$ cat config.mk
export PLATFORM = sky130hd
export DESIGN_NAME = instr_fetch_flat
export DESIGN_NICKNAME = d
export VERILOG_FILES = /design/src/rtl/instr_fetch_if.sv /design/src/rtl/instr_fetch.sv /design/src/flat_wrapper.sv
export SDC_FILE = /design/constraint.sdc
export NUM_CORES = 1
export LEC_CHECK = 0
export ABC_CLOCK_PERIOD_IN_PS = 1500
export CAP_MARGIN = 20
export CORE_MARGIN = 3
export CORE_UTILIZATION = 39
export CTS_BUF_LIST = sky130_fd_sc_hd__clkbuf_8
export CTS_CLUSTER_SIZE = 28
export DETAILED_ROUTE_END_ITERATION = 7
export GPL_ROUTABILITY_DRIVEN = 0
export PLACE_DENSITY = 0.82
export SKIP_CTS_REPAIR_TIMING = 1
export SYNTH_ARGS = -nofsm -noshare
export SYNTH_HDL_FRONTEND = slang
export SYNTH_SLANG_ARGS = --single-unit
$ cat constraint.sdc
create_clock -name clk -period 1.5 [get_ports clk]
set_input_delay 0.3 -clock clk [delete_from_list [all_inputs] [get_ports clk]]
set_output_delay 0.3 -clock clk [all_outputs]
set_load 0.05 [all_outputs]
$ cat src/rtl/instr_fetch_if.sv
// ---------------------------------------------------------------------------
// instr_fetch_if
//   Bundles the two buses of the instruction fetch sequencer:
//     - the program-memory read port (valid handshake)
//     - the decoder issue port (registered word plus one-cycle enable)
//
//   Signals:
//     pmem_addr  [PC_WIDTH]     fetch address, driven by the sequencer
//     pmem_rd                   read request, high for every fetch cycle
//     pmem_data  [INSTR_WIDTH]  read data from program memory
//     pmem_valid                pmem_data is valid for the current request
//     instr      [INSTR_WIDTH]  instruction presented to the decoder
//     id_ce                     decoder enable, one pulse per instruction
//
//   Modports:
//     master  the sequencer (instr_fetch)
//     slave   program memory plus decoder side
// ---------------------------------------------------------------------------
interface instr_fetch_if #(
  parameter int PC_WIDTH    = 4,
  parameter int INSTR_WIDTH = 6
) ();

  logic [PC_WIDTH-1:0]    pmem_addr;
  logic                   pmem_rd;
  logic [INSTR_WIDTH-1:0] pmem_data;
  logic                   pmem_valid;
  logic [INSTR_WIDTH-1:0] instr;
  logic                   id_ce;

  modport master (
    output pmem_addr,
    output pmem_rd,
    input  pmem_data,
    input  pmem_valid,
    output instr,
    output id_ce
  );

  modport slave (
    input  pmem_addr,
    input  pmem_rd,
    output pmem_data,
    output pmem_valid,
    input  instr,
    input  id_ce
  );

endinterface : instr_fetch_if

$ cat src/rtl/instr_fetch.sv
// ---------------------------------------------------------------------------
// instr_fetch
//   Instruction fetch/issue sequencer for the 4-bit core. Owns the program
//   counter, fetches one word at a time from program memory over a valid
//   handshake and issues it to the decoder with a one-cycle id_ce pulse.
//   Supports run/halt control and a single-target jump sampled at issue.
//
//   Decoder-side field layout of instr:
//     [1:0] register address, [4:2] ALU opcode, [5] accumulator enable.
//
//   Ports:
//     clk       system clock, rising edge
//     rst_n     asynchronous active-low reset
//     start     level; begin or resume fetching from the current pc
//     halt      level; stop after the in-flight instruction is issued
//     jmp_en    jump request, only looked at while issuing
//     jmp_addr  jump target
//     bus       instr_fetch_if.master (program memory + decoder ports)
//     pc        current program counter
//     halted    high while the sequencer is halted
//
//   Every output is a register; the combinational block computes the value
//   each output takes after the next edge, so nothing downstream ever sees
//   a decode glitch. Zero-wait timing: start sampled at edge k -> pmem_rd in
//   cycle k+1 -> id_ce in cycle k+2; steady state is one word per 2 cycles.
// ---------------------------------------------------------------------------
module instr_fetch #(
  parameter int PC_WIDTH    = 4,
  parameter int INSTR_WIDTH = 6
) (
  input  logic                clk,
  input  logic                rst_n,
  input  logic                start,
  input  logic                halt,
  input  logic                jmp_en,
  input  logic [PC_WIDTH-1:0] jmp_addr,
  instr_fetch_if.master       bus,
  output logic [PC_WIDTH-1:0] pc,
  output logic                halted
);

  typedef enum logic [1:0] {
    S_IDLE,
    S_FETCH,
    S_ISSUE,
    S_HALTED
  } state_t;

  state_t                 state;
  state_t                 state_next;

  logic [PC_WIDTH-1:0]    pc_next;
  logic [PC_WIDTH-1:0]    pc_seq;
  logic [PC_WIDTH-1:0]    pmem_addr_next;
  logic                   pmem_rd_next;
  logic [INSTR_WIDTH-1:0] instr_next;
  logic                   id_ce_next;
  logic                   halted_next;
  logic                   accept;

  // Sequential successor; the carry out is dropped so the pc wraps naturally.
  assign pc_seq = pc + 1'b1;

  // The read request is only ever high in FETCH, so qualifying with it makes
  // stray pmem_valid pulses in any other state harmless.
  assign accept = bus.pmem_rd & bus.pmem_valid;

  // -------------------------------------------------------------------------
  // Next-state and next-output logic.
  // NOTE: every signal assigned in this block gets a default before the case
  // statement, so no path can leave one unassigned and infer a latch.
  // -------------------------------------------------------------------------
  always_comb begin
    state_next     = state;
    pc_next        = pc;
    pmem_addr_next = bus.pmem_addr;
    pmem_rd_next   = 1'b0;
    instr_next     = bus.instr;
    id_ce_next     = 1'b0;
    halted_next    = 1'b0;

    unique case (state)
      S_IDLE: begin
        if (halt) begin
          // halt wins over start when both are raised together
          state_next  = S_HALTED;
          halted_next = 1'b1;
        end else if (start) begin
          state_next     = S_FETCH;
          pmem_rd_next   = 1'b1;
          pmem_addr_next = pc;
        end
      end

      S_FETCH: begin
        if (accept) begin
          // The word is captured once, here; it then stays on instr until
          // the next accepted fetch.
          state_next = S_ISSUE;
          instr_next = bus.pmem_data;
          id_ce_next = 1'b1;
        end else begin
          // Unbounded wait: keep the request and address steady.
          pmem_rd_next   = 1'b1;
          pmem_addr_next = pc;
        end
      end

      S_ISSUE: begin
        pc_next = jmp_en ? jmp_addr : pc_seq;
        if (halt) begin
          state_next  = S_HALTED;
          halted_next = 1'b1;
        end else begin
          // The next fetch goes straight out at the updated pc, which keeps
          // the zero-wait rate at one instruction every two cycles.
          state_next     = S_FETCH;
          pmem_rd_next   = 1'b1;
          pmem_addr_next = pc_next;
        end
      end

      S_HALTED: begin
        if (start && !halt) begin
          state_next     = S_FETCH;
          pmem_rd_next   = 1'b1;
          pmem_addr_next = pc;
        end else begin
          halted_next = 1'b1;
        end
      end

      default: begin
        state_next = S_IDLE;
      end
    endcase
  end

  // -------------------------------------------------------------------------
  // State and output registers.
  // NOTE: sequential state is updated with non-blocking assignments so every
  // register samples the values from before this edge, whatever the order.
  // -------------------------------------------------------------------------
  always_ff @(posedge clk or negedge rst_n) begin
    if (!rst_n) begin
      state         <= S_IDLE;
      pc            <= '0;
      bus.pmem_addr <= '0;
      bus.pmem_rd   <= 1'b0;
      bus.instr     <= '0;
      bus.id_ce     <= 1'b0;
      halted        <= 1'b0;
    end else begin
      state         <= state_next;
      pc            <= pc_next;
      bus.pmem_addr <= pmem_addr_next;
      bus.pmem_rd   <= pmem_rd_next;
      bus.instr     <= instr_next;
      bus.id_ce     <= id_ce_next;
      halted        <= halted_next;
    end
  end

  // -------------------------------------------------------------------------
  // Protocol properties.
  // -------------------------------------------------------------------------

  // A new fetch never overlaps the issue of the previous word.
  a_no_fetch_during_issue : assert property (
    @(posedge clk) disable iff (!rst_n) bus.id_ce |-> !bus.pmem_rd
  );

  // Each word is issued exactly once.
  a_single_issue_pulse : assert property (
    @(posedge clk) disable iff (!rst_n) bus.id_ce |=> !bus.id_ce
  );

  // A halted sequencer is completely quiet.
  a_halted_quiet : assert property (
    @(posedge clk) disable iff (!rst_n) halted |-> (!bus.pmem_rd && !bus.id_ce)
  );

  // While memory is stalling, the request and address are held.
  a_wait_holds_request : assert property (
    @(posedge clk) disable iff (!rst_n)
      (bus.pmem_rd && !bus.pmem_valid) |=> (bus.pmem_rd && $stable(bus.pmem_addr))
  );

endmodule : instr_fetch
$ cat src/flat_wrapper.sv
// flat-port wrapper written by rule: the top's interface ports become plain ports
module instr_fetch_flat 
#(
  parameter int PC_WIDTH    = 4,
  parameter int INSTR_WIDTH = 6
)
  (clk, rst_n, start, halt, jmp_en, jmp_addr, pc, halted, bus_pmem_addr, bus_pmem_rd, bus_pmem_data, bus_pmem_valid, bus_instr, bus_id_ce);
  instr_fetch_if #(.PC_WIDTH(PC_WIDTH), .INSTR_WIDTH(INSTR_WIDTH)) bus_i ();
  input  logic clk;
  input  logic rst_n;
  input  logic start;
  input  logic halt;
  input  logic jmp_en;
  input  logic [PC_WIDTH-1:0] jmp_addr;
  output logic [PC_WIDTH-1:0] pc;
  output logic halted;
  output wire logic [$bits(bus_i.pmem_addr)-1:0] bus_pmem_addr;
  output wire logic [$bits(bus_i.pmem_rd)-1:0] bus_pmem_rd;
  input wire logic [$bits(bus_i.pmem_data)-1:0] bus_pmem_data;
  input wire logic [$bits(bus_i.pmem_valid)-1:0] bus_pmem_valid;
  output wire logic [$bits(bus_i.instr)-1:0] bus_instr;
  output wire logic [$bits(bus_i.id_ce)-1:0] bus_id_ce;
  assign bus_pmem_addr = bus_i.pmem_addr;
  assign bus_pmem_rd = bus_i.pmem_rd;
  assign bus_i.pmem_data = bus_pmem_data;
  assign bus_i.pmem_valid = bus_pmem_valid;
  assign bus_instr = bus_i.instr;
  assign bus_id_ce = bus_i.id_ce;
  instr_fetch #(.PC_WIDTH(PC_WIDTH), .INSTR_WIDTH(INSTR_WIDTH)) u_core (.clk(clk), .rst_n(rst_n), .start(start), .halt(halt), .jmp_en(jmp_en), .jmp_addr(jmp_addr), .bus(bus_i), .pc(pc), .halted(halted));
endmodule
== Word level (Yosys, flattened, before mapping) ==
Index checks and enable logic that the tools add are counted.

* Muxes and demuxes: 24
* Equal/unequal tests: 10
* $add $sub $neg: 1
* Bitwise operators: 1
* Reduce and logical (&&, ||, !) cells: 7

{| class="wikitable"
|+ Operators with widths
! cell !! number
|-
| $mux 4 || 6
|-
| $pmux 4 s4 || 1
|-
| $mux 2 || 5
|-
| $mux 1 || 9
|-
| $ne 2x2->1 const B || 4
|-
| $pmux 2 s4 || 1
|-
| $reduce_and 5->1 || 1
|-
| $add 4x1->4 const B || 1
|-
| $eq 2x2->1 const B || 2
|-
| $ne 2x1->1 const B || 2
|-
| $pmux 1 s4 || 1
|-
| $ne 3x3->1 const B || 1
|-
| $reduce_and 3->1 || 1
|-
| $eq 2x1->1 const B || 1
|-
| $logic_not 2->1 || 1
|-
| $pmux 1 s2 || 1
|-
| $reduce_and 2->1 || 1
|-
| $reduce_or 2->1 || 1
|-
| $and 1x1->1 || 1
|-
| $logic_and 1x1->1 || 1
|-
| $logic_not 1->1 || 1
|}

* Flip-flop bits (word level): 19
* Word-level logic and storage cells: 50

== Longest topological paths before layout ==
Gate-level depths: netlist of run 1.

* Depth in word-level cells: 4
* Mapped depth: 5
* Mapped depth without buffers: 5

== Worst setup path before layout of run 1 ==
Ideal clock, no wire load.

* Kind: flip-flop to flip-flop
* Start point: reg u_core.pc[0]
* End point: reg u_core.bus.pmem_addr[3]
* Data required time: 1.375 ns
* Period minus slack after synthesis: 1.758 ns
* Path slack: -0.258 ns
* Stages on the path, launching flop included: 5
* Path buffers: 0
* Arrival time: 1.634 ns
* Path through: dfrtp_1 > nand3_1 > and3b_1 > a2111o_1 > mux2_2

* Longest elaborated chain between the ends: 4

{| class="wikitable"
|+ RTL lines
! element !! RTL line !! text
|-
| from (decl) || instr_fetch.sv:38 || <nowiki>output logic [PC_WIDTH-1:0] pc,</nowiki>
|-
| from (signal assigned) || instr_fetch.sv:155 || <nowiki>pc <= pc_next;</nowiki>
|-
| $add 4x1->4 || instr_fetch.sv:62 || <nowiki>assign pc_seq = pc + 1'b1;</nowiki>
|-
| $mux 4 || instr_fetch.sv:110 || <nowiki>pc_next = jmp_en ? jmp_addr : pc_seq;</nowiki>
|-
| $mux 4 || instr_fetch.sv:111 || <nowiki>if (halt) begin</nowiki>
|-
| $pmux 4 s4 || instr_fetch.sv:82 || <nowiki>unique case (state)</nowiki>
|-
| net u_core.pmem_addr_next[3] || instr_fetch.sv:54 || <nowiki>logic [PC_WIDTH-1:0] pmem_addr_next;</nowiki>
|-
| to (signal assigned) || instr_fetch.sv:156 || <nowiki>bus.pmem_addr <= pmem_addr_next;</nowiki>
|-
| to (decl) || instr_fetch_if.sv:32 || <nowiki>output pmem_addr,</nowiki>
|}

The timed path passes the listed nets, and every way through them passes these cells. The select of a mux whose other input is x is not followed.
A chain may end at the register's enable or synchronous reset.

== Final worst setup path of run 1 ==
* Start point: reg u_core.state[0]
* End point: reg u_core.bus.pmem_addr[1]

* Longest elaborated chain between the ends: 3
* Elaborated cells between the ends (all ways): 11

{| class="wikitable"
|+ RTL lines
! element !! RTL line !! text
|-
| from (decl) || instr_fetch.sv:49 || <nowiki>state_t state;</nowiki>
|-
| from (signal assigned) || instr_fetch.sv:154 || <nowiki>state <= state_next;</nowiki>
|-
| $eq 2x2->1, or another cell as far along || instr_fetch.sv:82 ||
|-
| $ne 2x1->1 (no line) or $ne 2x2->1 (tied branches) || - ||
|-
| $reduce_and 5->1 (no line) || - ||
|}

Several ways; a longest one is shown, not always the timed one.

==> qor.csv, run 1 <==
stage;metric;value;unit
setup_path;Setup crit end;u_core.bus.pmem_addr[1];
clock_tree;worst skew pair latency;0.26;ns
routing;Avg Vias per Cell;4.90;
synthesis;post-synth net total;85;
setup_path;Crit path max-delay family;flip-flops;
timing;clock skew;0.00215;ns
routing;WL per Instance;13.3;um
setup_path;Slowest-stage cell, CP;dfrtp_1;
global_routing;global-route wire length before repair;2880;um
placement;# port buffers;32;
setup_path;CP max FO;5;
setup_path;WP depth;6;
timing;Final Hold Vio Count;0;
power_and_ir_drop;static leakage;0.656;nW
setup_path;CP most frequent cell;buf_4;
timing;Rel. slew slack;82.6;%
placement;Post-Place Cell Area;1380;um2
synthesis;flops & latches, synth;19;
floorplan;Die H;51.7;um
routing;routed wire length;1790;um
power_and_ir_drop;Logic pwr share;61.7;%
timing;fin crit period;1.44;ns
setup_path;CP Capture Type;flop;
setup_path;worst reg2reg path startpoint;u_core.state[0];
setup_path;Crit path buffers/inverters;2;
floorplan;die footprint;2670;um2
power_and_ir_drop;Flop pwr share;28.7;%
power_and_ir_drop;clock network fraction of design power;9.6;%
routing;drt pass-1 iters;2;
layout;Layout area overhead;78.9;%
routing;Iteration-0 DRC Markers;4;
clock_tree;CTS tree;yes;
setup_path;largest stage delay on the critical path;0.41;ns
setup_path;Worst Setup SP;u_core.state[0];
global_routing;total gr overflow;0;
synthesis;share of the synthesized area in the top cell type;58.5;%
floorplan;Core Region;1840;um2
floorplan;Initial Util;44.2;%
clock_tree;CTS buffer count;3;
power_and_ir_drop;power density cells;2560;nW/um2
routing;vias;661;
timing;maximum achievable frequency;0.693;GHz
power_and_ir_drop;Pint;2.13;mW
power_and_ir_drop;P_sw;1.59;mW
floorplan;Rows;15;
setup_path;WP data required;1.65;ns
synthesis;warnings from Yosys;0;
timing;Hold WS;0.362;ns
clock_tree;H-tree levels;1;
synthesis;mapped cell area;813;um2
floorplan;chip width;51.7;um
timing;crit share post-route;96.3;%
layout;fin util;79.1;%
clock_tree;clk root buf;clkbuf_8;
power_and_ir_drop;Switching Fraction;42.7;%
global_routing;initial antenna violation count;0;
synthesis;Area contributors post-synth;dfrtp_1, mux2_2, a21oi_1;
global_routing;largest net degree at the start of global routing;20;
placement;HPWL Detailed;1440;um
synthesis;Mapped Cells;68;
status;status;completed;
setup_path;R2R Setup Slk;0.06;ns
timing;RSZ-0062 raised after global routing;false;
min_path;HP Class;input pin to async pin;
timing;Max Slew Vio Count;0;
global_routing;number of global-route vias before repair;671;
timing;Least-Margin Pin Slew;0.261;ns
placement;placed insts;130;
layout;fin area;1460;um2
setup_path;crit path DAT;1.59;ns
synthesis;post-synthesis cell type count;22;
setup_path;critical path launch point type;flop;
layout;Fillers;130;
setup_path;critical register-to-register path endpoint;u_core.bus.pmem_addr[1];
layout;area of the multi-input gates;332;um2
clock_tree;Max clock buf depth;2;
layout;diode count;0;
layout;layout cell share with drive strength beyond 1;43.6;%
synthesis;sequential share of the synthesized area;58.5;%
layout;NumNets Final;128;
flow_run;MaxCap Viol Count;0;
setup_path;CP Class;flop to flop;
setup_path;CP Cell Sequence;buf_4 > o21bai_1 > a21oi_1 > nor2_1 > buf_4 > mux2_2;
setup_path;R2R cell count;6;
global_routing;GRT Util Overall;15.1;%
synthesis;Synth Area per Inst;12.0;um2
layout;Seq. cell area;480;um2
synthesis;Synth area leader;dfrtp_1;
routing;drc violations;0;
timing;Setup-failing EPs final;0;
routing;Final ANT Viol Nets;0;
layout;Final Instance Count excl. Fillers;135;
clock_tree;clk sinks;19;
clock_tree;Worst-path clk slew;0.07;ns
power_and_ir_drop;Peak VDD IR;1.66;mV
floorplan;num ports;33;
[worst min path at each step]
stage | startpoint | end | slack, ns | cells past startpoint
6_report | rst_n | u_core.bus.instr[0] | 0.36 | 2
5_1_grt | rst_n | u_core.bus.instr[2] | 0.38 | 2
4_1_cts | rst_n | u_core.bus.instr[2] | 0.36 | 2
3_5_place_dp | u_core.state[1] | u_core.state[0] | 0.55 | 1
3_3_place_gp | u_core.state[1] | u_core.state[0] | 0.53 | 1
2_1_floorplan | rst_n | u_core.bus.id_ce | 0.004 | 0
[flip-flops by register name (all words and copies together) (netlist names)]
| name | flops |
|---|---|
| u_core.state | 2 |
| u_core.bus.id_ce | 1 |
| u_core.bus.pmem_addr | 4 |
| u_core.pc | 4 |
| u_core.bus.pmem_rd | 1 |
| u_core.bus.instr | 6 |
| u_core.halted | 1 |
[kinds of logic after synthesis]
family | after synthesis | synth area share, %
compound gates | 12 | 8.92
simple gates | 18 | 11.1
buf+inv | 6 | 3.69
fa+ha+maj | 1 | 1.54
flops | 19 | 58.5
mux | 12 | 16.3
[cell usage in the layout, fill, tap and decap left out, drive strengths merged]
master,netlist,final
nor2,5,5
nor3,1,1
a2111o,1,1
clkbuf,0,3
nand2,4,4
nand3,2,2
nor4,1,1
a21boi,1,1
mux2i,2,2
a31oi,1,1
ha,1,1
or2,1,1
nor2b,1,1
buf,2,25
o21ai,4,4
nor3b,1,1
a21oi,4,4
mux2,10,10
nand2b,1,1
clkinv,0,1
inv,4,4
dfrtp,19,19
and3b,1,1
clkdlybuf4s50,0,15
o21bai,1,1
[area by class of cell]
type	instances	area share [%]
timing repair buffer	40	37.8
sequential	19	33.0
multi-input combinational	43	22.8
clock buffer	3	2.84
tap	25	2.15
inverter	4	1.03
clock inverter	1	0.344
[layer usage]
layer,global-route usage [%],wire length [um],vias up
li1,-,-,320
met1,14.6,665,310
met2,25.4,910,29
met3,7.45,190,2
met4,9.17,23,0
met5,0,0,-
[per-stage QoR]
step                TNS [ns]  setup slack (ns)  total power [mW]
global placement      -0.609            -0.166              3.27
global route               0           0.00248              3.89
finish                     0            0.0560              3.72
floorplan                  0            0.0154              2.10
CTS                  -0.0658           -0.0279              3.71
detailed placement    -0.747            -0.204              3.34
[synthesized netlist by cell type]
| master | n |
|---|---|
| nor2_1 | 5 |
| ha_1 | 1 |
| nor2b_1 | 1 |
| and3b_1 | 1 |
| a21boi_1 | 1 |
| o21bai_1 | 1 |
| o21ai_0 | 4 |
| nand2_1 | 4 |
| mux2i_1 | 2 |
| nor3b_1 | 1 |
| nor4_1 | 1 |
| mux2_2 | 10 |
| dfrtp_1 | 19 |
| a31oi_1 | 1 |
| nor3_1 | 1 |
| or2_2 | 1 |
| a2111o_1 | 1 |
| nand2b_1 | 1 |
| nand3_1 | 2 |
| a21oi_1 | 4 |
| inv_1 | 4 |
| buf_4 | 2 |
[power by group through the flow]
stage | clock network, mW | registers [mW] | logic [mW]
global route | 0.394 | 1.10 | 2.39
detailed placement | 0 | 1.07 | 2.28
CTS | 0.372 | 1.05 | 2.29
floorplan | 0 | 1.68 | 0.411
global placement | 0 | 1.04 | 2.23
finish | 0.359 | 1.07 | 2.29
[worst reg2reg max path: stages (launching register included)]
cell      delay, ns
dfrtp_1        0.41
buf_4          0.16
o21bai_1       0.14
a21oi_1        0.13
nor2_1         0.06
buf_4          0.15
mux2_2         0.27
(Power assumes the default switching activity.)
==> inputs of run 2 (changes only) <==
--- a/config.mk
+++ b/config.mk
@@ -5,15 +5,15 @@
 export SDC_FILE = /design/constraint.sdc
 export NUM_CORES = 1
 export LEC_CHECK = 0
-export ABC_CLOCK_PERIOD_IN_PS = 1500
+export ABC_CLOCK_PERIOD_IN_PS = 1600
 export CAP_MARGIN = 20
 export CORE_MARGIN = 3
-export CORE_UTILIZATION = 39
+export CORE_UTILIZATION = 43
 export CTS_BUF_LIST = sky130_fd_sc_hd__clkbuf_8
 export CTS_CLUSTER_SIZE = 28
 export DETAILED_ROUTE_END_ITERATION = 7
 export GPL_ROUTABILITY_DRIVEN = 0
-export PLACE_DENSITY = 0.82
+export PLACE_DENSITY = 0.86
 export SKIP_CTS_REPAIR_TIMING = 1
 export SYNTH_ARGS = -nofsm -noshare
 export SYNTH_HDL_FRONTEND = slang
==> constraint.sdc (replaced) <==
create_clock -name clk -period 1.6 [get_ports clk]
set_input_delay 0.32 -clock clk [delete_from_list [all_inputs] [get_ports clk]]
set_output_delay 0.32 -clock clk [all_outputs]
set_load 0.05 [all_outputs]
==> run 2 against run 1 <==
Sequential share of layout area grew 5.4 points; critical path depth shrank 1; routed wire length shrank 5.0%; first-iteration DRC count shrank 50%; clock skew shrank 0.0017 ns; fmax shrank 5.8%; via count shrank 0.15%; die area shrank 8.2%; clock-buffer cell count is the same; non-clock buffer count shrank 1; hold slack gained 0.026 ns.
==> qor.csv, run 2 (synthesis results as in run 1) <==
stage;metric;value;unit;change
clock_tree;clk sinks;19;;unchanged
layout;largest register by flop count;u_core.bus.instr;;
min_path;HP Class;input pin to async pin;;
routing;Final ANT Viol Nets;0;;unchanged
clock_tree;Worst-path clk slew;0.07;ns;about the same
timing;crit share post-route;95.8;%;-0.43 points
floorplan;Die H;49.5;um;-4.2%
floorplan;num ports;33;;unchanged
timing;RSZ-0062 raised after global routing;false;;
timing;PnR worst setup slack;0.0667;ns;+0.0106 ns
clock_tree;CTS tree;yes;;
global_routing;largest net degree at the start of global routing;20;;unchanged
floorplan;chip width;49.5;um;-4.2%
layout;Final Instance Count excl. Fillers;134;;-0.74%
flow_run;MaxCap Viol Count;0;;unchanged
routing;Iteration-0 DRC Markers;2;;-2
timing;fin crit period;1.53;ns;+0.0894 ns
layout;diode count;0;;unchanged
clock_tree;H-tree levels;1;;unchanged
layout;number of flip-flops in the largest register;6;;unchanged
layout;commonest non-fill, non-tap cell in the layout;buf_4;;
setup_path;CP most frequent cell;o21ai_0;;
floorplan;die footprint;2450;um2;-8.2%
clock_tree;worst skew pair latency;0.25;ns;about the same
power_and_ir_drop;static leakage;0.573;nW;-13%
layout;NumNets Final;127;;-0.78%
setup_path;R2R Setup Slk;0.07;ns;about the same
timing;clock skew;0.000495;ns;-0.00166 ns
routing;vias;660;;-0.15%
global_routing;initial antenna violation count;0;;unchanged
routing;routed wire length;1700;um;-5.0%
power_and_ir_drop;power density cells;2320;nW/um2;-9.3%
layout;fin util;70.9;%;-8.2 points
setup_path;WP data required;1.74;ns;+0.09 ns
setup_path;CP max FO;7;;+2
layout;Fillers;146;;+12%
setup_path;largest stage delay on the critical path;0.44;ns;+0.03 ns
setup_path;CP Cell Sequence;nand2b_2 > buf_4 > o21ai_0 > o21ai_0 > mux2_2;;
placement;placed insts;130;;unchanged
timing;Least-Margin Pin Slew;0.328;ns;+0.0672 ns
setup_path;critical path launch point type;flop;;
timing;Max Slew Vio Count;0;;unchanged
timing;Hold WS;0.388;ns;+0.0264 ns
routing;Avg Vias per Cell;4.93;;+0.59%
timing;Setup-failing EPs final;0;;unchanged
routing;drt pass-1 iters;4;;+2
global_routing;number of global-route vias before repair;654;;-2.5%
setup_path;CP Class;flop to flop;;
layout;most frequent cells in the layout;buf_4, clkdlybuf4s50_1, dfrtp_1;;
status;status;completed;;
clock_tree;CTS buffer count;3;;unchanged
placement;DP Worst Slack;-0.184;ns;+0.0199 ns
power_and_ir_drop;Peak VDD IR;1.85;mV;+11%
timing;maximum achievable frequency;0.652;GHz;-5.8%
setup_path;critical register-to-register path endpoint;u_core.bus.pmem_addr[2];;
setup_path;worst reg2reg path startpoint;u_core.state[0];;
setup_path;CP Capture Type;flop;;
clock_tree;Max clock buf depth;2;;unchanged
routing;drc violations;0;;unchanged
floorplan;Initial Util;46.1;%;+1.9 points
floorplan;Core Region;1760;um2;-4.1%
setup_path;crit path DAT;1.67;ns;+0.08 ns
global_routing;total gr overflow;0;;unchanged
floorplan;Rows;15;;unchanged
global_routing;global-route wire length before repair;2860;um;-0.73%
setup_path;Slowest-stage cell, CP;dfrtp_2;;
setup_path;R2R cell count;5;;-1
placement;HPWL Detailed;1370;um;-4.2%
layout;layout cell share with drive strength beyond 1;40.4;%;-3.3 points
timing;Final Hold Vio Count;0;;unchanged
layout;top flop regs;u_core.bus.instr x6, u_core.bus.pmem_addr x4, u_core.pc x4;;
layout;Layout area overhead;53.8;%;
timing;Rel. slew slack;77.9;%;-4.7 points
clock_tree;clk root buf;clkbuf_8;;
routing;WL per Instance;12.7;um;-4.3%
global_routing;GRT Util Overall;15.4;%;+0.37 points
placement;# port buffers;32;;unchanged
[run 2: power breakdown]
group | total [mW] | switching [mW] | internal [mW]
logic | 1.68 | 1.03 | 0.653
clock network | 0.325 | 0.152 | 0.173
registers | 0.894 | 0.180 | 0.714
total | 2.90 | 1.36 | 1.54
[run 2: area by class of cell]
class	count	area, um2	share of cell area (%)
sequential	19	480	38.4
clock buffer	3	41.3	3.30
inverter	4	15.0	1.20
tap	25	31.3	2.50
clock inverter	1	5.00	0.400
timing repair buffer	39	368	29.4
multi-input combinational	43	310	24.8
[run 2: how the worst max path moves through the flow]
stage,start,endpoint,slack [ns],cells past startpoint
floorplan,u_core.pc[0],u_core.bus.pmem_addr[3],0.007,4
global placement,jmp_en,u_core.bus.pmem_addr[3],-0.14,4
detailed placement,jmp_en,u_core.bus.pmem_addr[3],-0.18,5
CTS,u_core.state[0],u_core.bus.pmem_addr[2],0.06,5
global route,u_core.state[0],u_core.bus.pmem_addr[2],0.004,5
finish,u_core.state[0],u_core.bus.pmem_addr[2],0.07,5
[run 2: metal layers]
metal / global-route usage (%) / share of wire (%)
met5: 0 / 0
met4: 8.76 / 2.8
met3: 3.63 / 3.8
met2: 26.8 / 52
met1: 17.3 / 41
[run 2: critical path, delay by kind of cell, from the launching register on]
kind,cells,cell delay (ns)
mux,1,0.30
compound gates,2,0.30
flops,1,0.44
simple gates,1,0.22
buf+inv,1,0.16
[run 2: stage by stage]
| step | power, mW | setup TNS, ns | instance area [um2] |
|---|---|---|---|
| finish | 2.90 | 0 | 1250 |
| global route | 3.05 | 0 | 1250 |
| CTS | 2.92 | 0 | 1250 |
| detailed placement | 2.59 | -0.482 | 1200 |
| global placement | 2.55 | -0.320 | 1200 |
| floorplan | 1.95 | 0 | 817 |
